$ cat config.mk
export PLATFORM = sky130hd
export DESIGN_NAME = pipeline_hazard_ctrl
export DESIGN_NICKNAME = d
export VERILOG_FILES = /design/src/rtl/pipeline_hazard_ctrl.sv
export SDC_FILE = /design/constraint.sdc
export NUM_CORES = 1
export LEC_CHECK = 0
export ABC_AREA = 1
export CORE_MARGIN = 2
export CORE_UTILIZATION = 38
export CTS_BUF_LIST = sky130_fd_sc_hd__clkbuf_2 sky130_fd_sc_hd__clkbuf_4 sky130_fd_sc_hd__clkbuf_8
export DETAILED_ROUTE_END_ITERATION = 10
export GPL_ROUTABILITY_DRIVEN = 1
export PLACE_DENSITY = 0.95
export SLEW_MARGIN = 30
export SYNTH_ARGS = -nofsm -noshare
export SYNTH_HDL_FRONTEND = slang
export SYNTH_SLANG_ARGS = --single-unit
$ cat constraint.sdc
create_clock -name clk -period 2.8 [get_ports clk]
set_clock_uncertainty 0.2 [all_clocks]
set_input_delay 0.56 -clock clk [delete_from_list [all_inputs] [get_ports clk]]
set_output_delay 0.56 -clock clk [all_outputs]
set_load 0.05 [all_outputs]
$ cat src/rtl/pipeline_hazard_ctrl.sv
// pipeline_hazard_ctrl
//   Stall/flush sequencer for the 5-stage RV32 pipeline. Produces the load
//   enables of the F/D, D/E, E/M and M/W registers plus the PC enable, and
//   sequences load-use bubbles, E-stage redirects, data-memory waits (with a
//   watchdog), the ebreak halt and the sticky memory error.
//   Optional feature macro: PIPE_PERF_CNT_EN (performance counters). When it
//   is not defined the counter outputs are tied to zero.
module pipeline_hazard_ctrl #(
    parameter int MEM_TIMEOUT = 255,
    parameter int CNT_W       = 32
) (
    input  logic             clk,
    input  logic             rst,
    input  logic             MemRead_E,
    input  logic [4:0]       Rd_E,
    input  logic             reg_ren_D,
    input  logic [4:0]       Rs1_D,
    input  logic [4:0]       Rs2_D,
    input  logic             redirect_E,
    input  logic             mem_req_M,
    input  logic             mem_ack,
    input  logic             ebreak_W,
    output logic             pc_en,
    output logic             en_FD,
    output logic             en_DE,
    output logic             en_EM,
    output logic             en_MW,
    output logic             flush_FD,
    output logic             flush_DE,
    output logic             wb_en,
    output logic             halted,
    output logic             err,
    output logic [CNT_W-1:0] cyc_cnt,
    output logic [CNT_W-1:0] stall_cnt,
    output logic [CNT_W-1:0] flush_cnt
);

    typedef enum logic [1:0] {
        S_RUN      = 2'd0,
        S_MEM_WAIT = 2'd1,
        S_HALT     = 2'd2,
        S_ERR      = 2'd3
    } state_t;

    // Wait counter only needs to hold MEM_TIMEOUT; it saturates so a disabled
    // watchdog (MEM_TIMEOUT=0) never wraps into a false timeout.
    localparam int          TW    = (MEM_TIMEOUT < 2) ? 2 : $clog2(MEM_TIMEOUT + 1);
    localparam logic [TW-1:0] TO_V  = TW'(MEM_TIMEOUT);
    localparam bit          TO_EN = (MEM_TIMEOUT != 0);

    state_t          state_q, state_d;
    logic [TW-1:0]   wcnt_q, wcnt_d;
    logic            wb_valid_q;

    logic            live;
    logic            frozen;
    logic            load_use;

    // The pipeline only moves in RUN/MEM_WAIT; a memory wait freezes everything.
    assign live     = (state_q == S_RUN) || (state_q == S_MEM_WAIT);
    assign frozen   = !mem_ack && (((state_q == S_RUN) && mem_req_M) ||
                                   (state_q == S_MEM_WAIT));
    assign load_use = MemRead_E && (Rd_E != 5'd0) && reg_ren_D &&
                      ((Rd_E == Rs1_D) || (Rd_E == Rs2_D));

    // wb_valid follows en_MW, so a frozen W register commits only once.
    assign wb_en  = wb_valid_q && live && !rst;
    assign halted = (state_q == S_HALT) && !rst;
    assign err    = (state_q == S_ERR) && !rst;

    // State register, wait counter and write-back valid flag.
    always_ff @(posedge clk) begin
        if (rst) begin
            state_q    <= S_RUN;
            wcnt_q     <= '0;
            wb_valid_q <= 1'b0;
        end else begin
            state_q    <= state_d;
            wcnt_q     <= wcnt_d;
            wb_valid_q <= en_MW;
        end
    end

    // Next-state logic: halt on a committing ebreak, enter/leave memory wait,
    // trip the watchdog. HALT and ERR are left only through rst.
    always_comb begin
        state_d = state_q;
        wcnt_d  = wcnt_q;
        unique case (state_q)
            S_RUN: begin
                if (wb_en && ebreak_W) begin
                    state_d = S_HALT;
                end else if (frozen) begin
                    state_d = S_MEM_WAIT;
                    wcnt_d  = TW'(1);
                end
            end
            S_MEM_WAIT: begin
                if (wb_en && ebreak_W) begin
                    state_d = S_HALT;
                end else if (mem_ack) begin
                    state_d = S_RUN;
                end else if (TO_EN && (wcnt_q >= TO_V)) begin
                    state_d = S_ERR;
                end else if (wcnt_q != {TW{1'b1}}) begin
                    wcnt_d = wcnt_q + TW'(1);
                end
            end
            default: begin
                state_d = state_q;
            end
        endcase
    end

    // Output logic: freeze > redirect > load-use bubble > normal flow.
    always_comb begin
        pc_en    = 1'b0;
        en_FD    = 1'b0;
        en_DE    = 1'b0;
        en_EM    = 1'b0;
        en_MW    = 1'b0;
        flush_FD = 1'b0;
        flush_DE = 1'b0;
        if (!rst && live && !frozen) begin
            en_DE = 1'b1;
            en_EM = 1'b1;
            en_MW = 1'b1;
            if (redirect_E) begin
                // The D instruction is on the wrong path, so a coincident
                // load-use hazard is irrelevant.
                pc_en    = 1'b1;
                en_FD    = 1'b1;
                flush_FD = 1'b1;
                flush_DE = 1'b1;
            end else if (load_use) begin
                flush_DE = 1'b1;
            end else begin
                pc_en = 1'b1;
                en_FD = 1'b1;
            end
        end
    end

`ifdef PIPE_PERF_CNT_EN
    logic [CNT_W-1:0] cyc_q, stall_q, flush_q;

    // Performance counters; all wrap modulo 2^CNT_W.
    always_ff @(posedge clk) begin
        if (rst) begin
            cyc_q   <= '0;
            stall_q <= '0;
            flush_q <= '0;
        end else begin
            cyc_q <= cyc_q + CNT_W'(1);
            if (live && !pc_en) begin
                stall_q <= stall_q + CNT_W'(1);
            end
            if (flush_FD) begin
                flush_q <= flush_q + CNT_W'(1);
            end
        end
    end

    assign cyc_cnt   = cyc_q;
    assign stall_cnt = stall_q;
    assign flush_cnt = flush_q;
`else
    assign cyc_cnt   = '0;
    assign stall_cnt = '0;
    assign flush_cnt = '0;
`endif

endmodule
* After elaboration in Yosys (flattened, before gate mapping) *
Index checks and enable logic that the tools add are counted.

word-level totals
  bits in registers = 11
  latch bits = 0
  bits in writable memories = 0
  memory bits (read-only) = 0
  input bits = 23
  output and inout bits = 106
  logic and storage cells = 64
  memories = 0

operators by class
  $add $sub $neg = 1
  multipliers = 0
  div/mod/pow operators = 0
  order comparisons = 1
  equal/unequal tests = 14
  shift-type cells = 0
  mux-type cells = 22
  bitwise logic cells = 0
  reduce and logical (&&, ||, !) cells = 23

operators with widths
  operator             number
  $mux 8               6
  $pmux 8 s2           1
  $logic_and 1x1->1    12
  $eq 5x5->1           2
  $mux 2               5
  $ne 2x2->1 const B   5
  $mux 1               9
  $add 8x1->8 const B  1
  $ge 8x8->1 const B   1
  $ne 8x8->1 const B   1
  $reduce_and 7->1     1
  $reduce_bool 5->1    1
  $eq 2x2->1 const B   2
  $ne 4x2->1 const B   1
  $pmux 2 s2           1
  $logic_not 1->1      3
  $logic_or 1x1->1     3
  $ne 3x2->1 const B   1
  $reduce_and 3->1     1
  $eq 2x1->1 const B   1
  $logic_not 2->1      1
  $ne 2x1->1 const B   1
  $reduce_bool 2->1    1

* Logic depth before layout (Yosys ltp) *
  depth after elaboration = 7
  mapped depth = 10
  depth with buffers taken out = 9

* Worst setup path after synthesis *
OpenSTA, ideal clock, no wires.

  path type = in2out
  start = input mem_ack
  end = output pc_en
  arrival = 2.353 ns
  path slack = -0.313 ns
  stages on the path = 7
  buffers on the path = 1
  cell sequence = nor2_2 -> nand2_1 -> nand2_2 -> nor3_2 -> nand2_2 -> nand2_1 -> buf_4

on the way
  longest elaborated chain between the ends = 5

ends and longest elaborated chain
  what               line  source
  start, declared    21    input logic mem_ack,
  $logic_not 1->1    61    assign frozen = !mem_ack && (((state_q == S_RUN) && mem_req_M) ||
  $logic_and 1x1->1  61
  $logic_not 1->1    124   if (!rst && live && !frozen) begin
  $logic_and 1x1->1  124
  $mux 1             -
  end, declared      23    output logic pc_en,

Every way passes these cells.

* Worst setup path in the final report *
  start = input Rd_E[3]
  end = output en_FD

on the way
  longest elaborated chain between the ends = 7
  elaborated cells on any way between the ends = 10
  classes of those cells = 2 x eq/ne; 3 x mux; 5 x reduce/logical

ends and longest elaborated chain
  what                            line  source
  start, declared                 15    input logic [4:0] Rd_E,
  $reduce_bool 5->1               63    assign load_use = MemRead_E && (Rd_E != 5'd0) && reg_ren_D &&
  $logic_and 1x1->1 (2 in a row)  63
  $logic_and 1x1->1 (*)           63
  $mux 1 (*)                      135   end else if (load_use) begin
  $mux 1 (*)                      128   if (redirect_E) begin
  $mux 1 (*)                      124
  end, declared                   24    output logic en_FD,

Every way passes the cells marked *; elsewhere a longest branch is shown, timed or not.

==> metrics.md <==
| Metric | Value |
|---|---|
| Max VDD drop | `~0.22 mV` |
| Outcome | `finished clean` |
| Overflow after GRT | `0` |
| IO Pins | `about 130` |
| Top_reg_cell synth | `dfxtp_1` |
| FF+latch count, synth | `11` |
| Fin worst setup slack | `0.0967 ns` |
| Leading area contributor after synthesis | `buf_4` |
| Post-synth ARST share | `0` |
| Met3 wire len | `around 260 um` |
| Post-synth top area share | `0.440` |
| Most numerous cell in the Yosys netlist | `buf_4` |
| Crit path kind | `input port to primary output` |
| Critical Path RT | `about 2 ns` |
| Vias post-DR | `roughly 1400` |
| DR vias/cell | `between 3 and 4` |
| Antenna-violating nets left | `0` |
| Worst path max stage delay | `0.52 ns` |
| Die W | `around 71 um` |
| List of most frequent post-synthesis cells | `buf_4, nand2_1, inv_1, nor2_1, nand3_1` |
| Total GRT Usage | `0.114` |
| Top sig layer | `met4` |
| CTS tree | `yes` |
| Final Hold Vio Count | `0` |
| CP max-delay cell | `clkdlybuf4s50_1` |
| Gpl congestion | `around 0.83` |
| RSZ-0062 raised after global routing | `false` |
| Synth Area in Simple Gates | `0.305` |
| Hold WC Path Type | `flip-flop to flip-flop` |
| Skew-Pair Late Insertion Delay | `0.25 ns` |
| Largest net degree at the start of global routing | `10` |
| Max-slew violation count | `0` |
| Drt pass-1 iters | `4` |
| Die Footprint | `0.00499 mm^2` |
| Post-synthesis mux area share | `0` |
| Register-to-register setup slack | `around 1.1 ns` |
| LEAKAGE | `roughly 1.1 nW` |
| CTS Buf Count | `3` |
| Hpwl dp | `roughly 2700 um` |
| H-tree depth | `1` |
| Crit end category | `primary output` |
| Port Buf Inserts | `32` |
| Worst Path Arrival | `1.94 ns` |
| Antenna violations before repair | `0` |
| Post-Synth Adder-Cell Area | `0.00741` |
| Starting Density | `0.390` |
| Post-synthesis xor/xnor area fraction | `0.0104` |
| FILL cells | `approximately 420` |
| Final setup vio count | `0` |
| Setup WS pre-CTS | `roughly 0.059 ns` |
| Share of layout cells above drive strength 1 | `0.101` |
| Part of the cycle the worst path needs | `0.965` |
| Mean Syn Cell Area | `roughly 6.4 um^2` |
| Synth area leaders | `buf_4, dfxtp_1, nand2_1, inv_1, nor2_1` |
| Root buf cell | `clkbuf_8` |
| Power Density | `approximately 470 mW/mm^2` |
| Met2 wire len | `approximately 1800 um` |
| Max frequency | `approximately 370 MHz` |
| Unique cell type count in the Yosys netlist | `22` |
| CP Launch Type | `input port` |
| Clk slew on worst S/H paths | `~0.06 ns` |
| Fin Setup TNS | `0 ns` |
| Largest family of logic cells by synthesized area | `buffers and inverters` |
| DR WL/cell | `roughly 9.2 um` |
| Number of synthesized flops with an enable pin | `0` |
| Number of global-route vias before repair | `roughly 1100` |
| Drt drc | `0` |
| Yosys warns | `0` |
| Inserted Diodes | `0` |
| Cells after Synth | `263` |
| CTS Hold Bufs | `0` |
| CP Max Fanout | `3` |
| Tmin final | `between 2 and 3 ns` |
| Compound-Gate Fraction of Synth Area | `0.0304` |
| Clock sinks | `11` |
| CP Cell Sequence | `clkdlybuf4s50_1 -> inv_1 -> nand2_1 -> nand2_1 -> nor2_1 -> nand3_1 -> nand2_1 -> nand2_1 -> nand2_1 -> nand2_2 -> buf_12` |
| Max Cap Viol | `0` |
| M1 WL | `1120 um` |
| Most frequent CP cell | `nand2_1` |
| Post-synthesis sequential area ratio | `0.130` |
| Area growth, synth to finish | `10.6%` |
| Synthesized area | `between 0.0015 and 0.002 mm^2` |
| Routed WL | `about 3200 um` |
| Site row count | `24` |
| Initial DRC count | `62` |
| First-pass GRT wire length | `between 4000 and 5000 um` |
| DIE HEIGHT | `approximately 71 um` |
| Core footprint | `about 0.0043 mm^2` |
| Clk buf depth | `2` |
| Final net count | `about 320` |
## layer usage
layer,up-vias,track usage
li1,676,-
met4,0,0.0545
met2,85,0.229
met1,629,0.113
met3,5,0.0171
met5,-,0
## metrics by stage
stage / cell area, um^2 / power, W / cells / hold WS [ns] / utilization
2_1_floorplan: 2050 / 0.000685 / 358 / 0.255 / -
3_3_place_gp: 1810 / 0.000682 / 345 / 0.274 / 0.419
4_1_cts: 1860 / 0.000865 / 349 / 0.305 / 0.430
5_1_grt: 1870 / 0.000896 / 349 / 0.335 / 0.432
3_5_place_dp: 1810 / 0.000690 / 345 / 0.294 / 0.419
6_report: 1870 / 0.000869 / 349 / 0.311 / 0.432
## path summary, 6_finish.rpt
kind	from	cells after the start	end
setup reg to reg	wcnt_q[0]	7	wcnt_q[2]
setup / recovery	Rd_E[3]	11	en_FD
hold / removal	wcnt_q[1]	2	wcnt_q[1]
hold reg to reg	wcnt_q[1]	2	wcnt_q[1]
## sequential cells by signal (all words and copies together), names as in the netlist
register	count
wb_valid_q	1
wcnt_q	8
state_q	2
## logic make-up after synthesis
kind of cell / after synthesis
simple gates: 108
flops: 11
fa+ha+maj: 1
compound gates: 9
other cells: 1
xor+xnor: 2
buf+inv: 131
## critical path: cells and delay by family
| family | cells | cell delay, ns |
|---|---|---|
| buffers and inverters | 3 | 0.76 |
| AND/OR/NAND/NOR | 8 | 0.62 |
## layout make-up
type	count	area (um^2)	area share
Sequential cell	11	220	0.118
Multi-Input combinational cell	216	965	0.517
Clock buffer	4	48.8	0.0261
Timing Repair Buffer	34	443	0.237
Inverter	32	125	0.0670
Tap cell	52	65.1	0.0349
## cells in the final DEF (no fill, tap or decap), drive strengths merged
cell	instances
a21oi	7
buf	12
clkbuf	4
clkdlybuf4s50	19
conb	96
dfxtp	11
dlymetal6s2s	3
ha	1
inv	32
nand2	56
nand3	15
nand4	6
nor2	27
nor3	4
o2111a	1
o21ai	1
xnor2	2
## where the power goes
group	switching [W]	leakage (nW)	internal, W
Sequential	0.00000790	0.0895	0.000163
Clock	0.0000691	0.0262	0.000110
Combinational	0.000412	0.950	0.000108
## timing repair
action | in CTS | in global routing
endpoints found under the setup margin | 0 | 3
gates resized for setup | 0 | 3
hold endpoints to repair | 0 | 0
buffers inserted | 0 | 0
No activity file was read; power rests on OpenSTA's default activity.
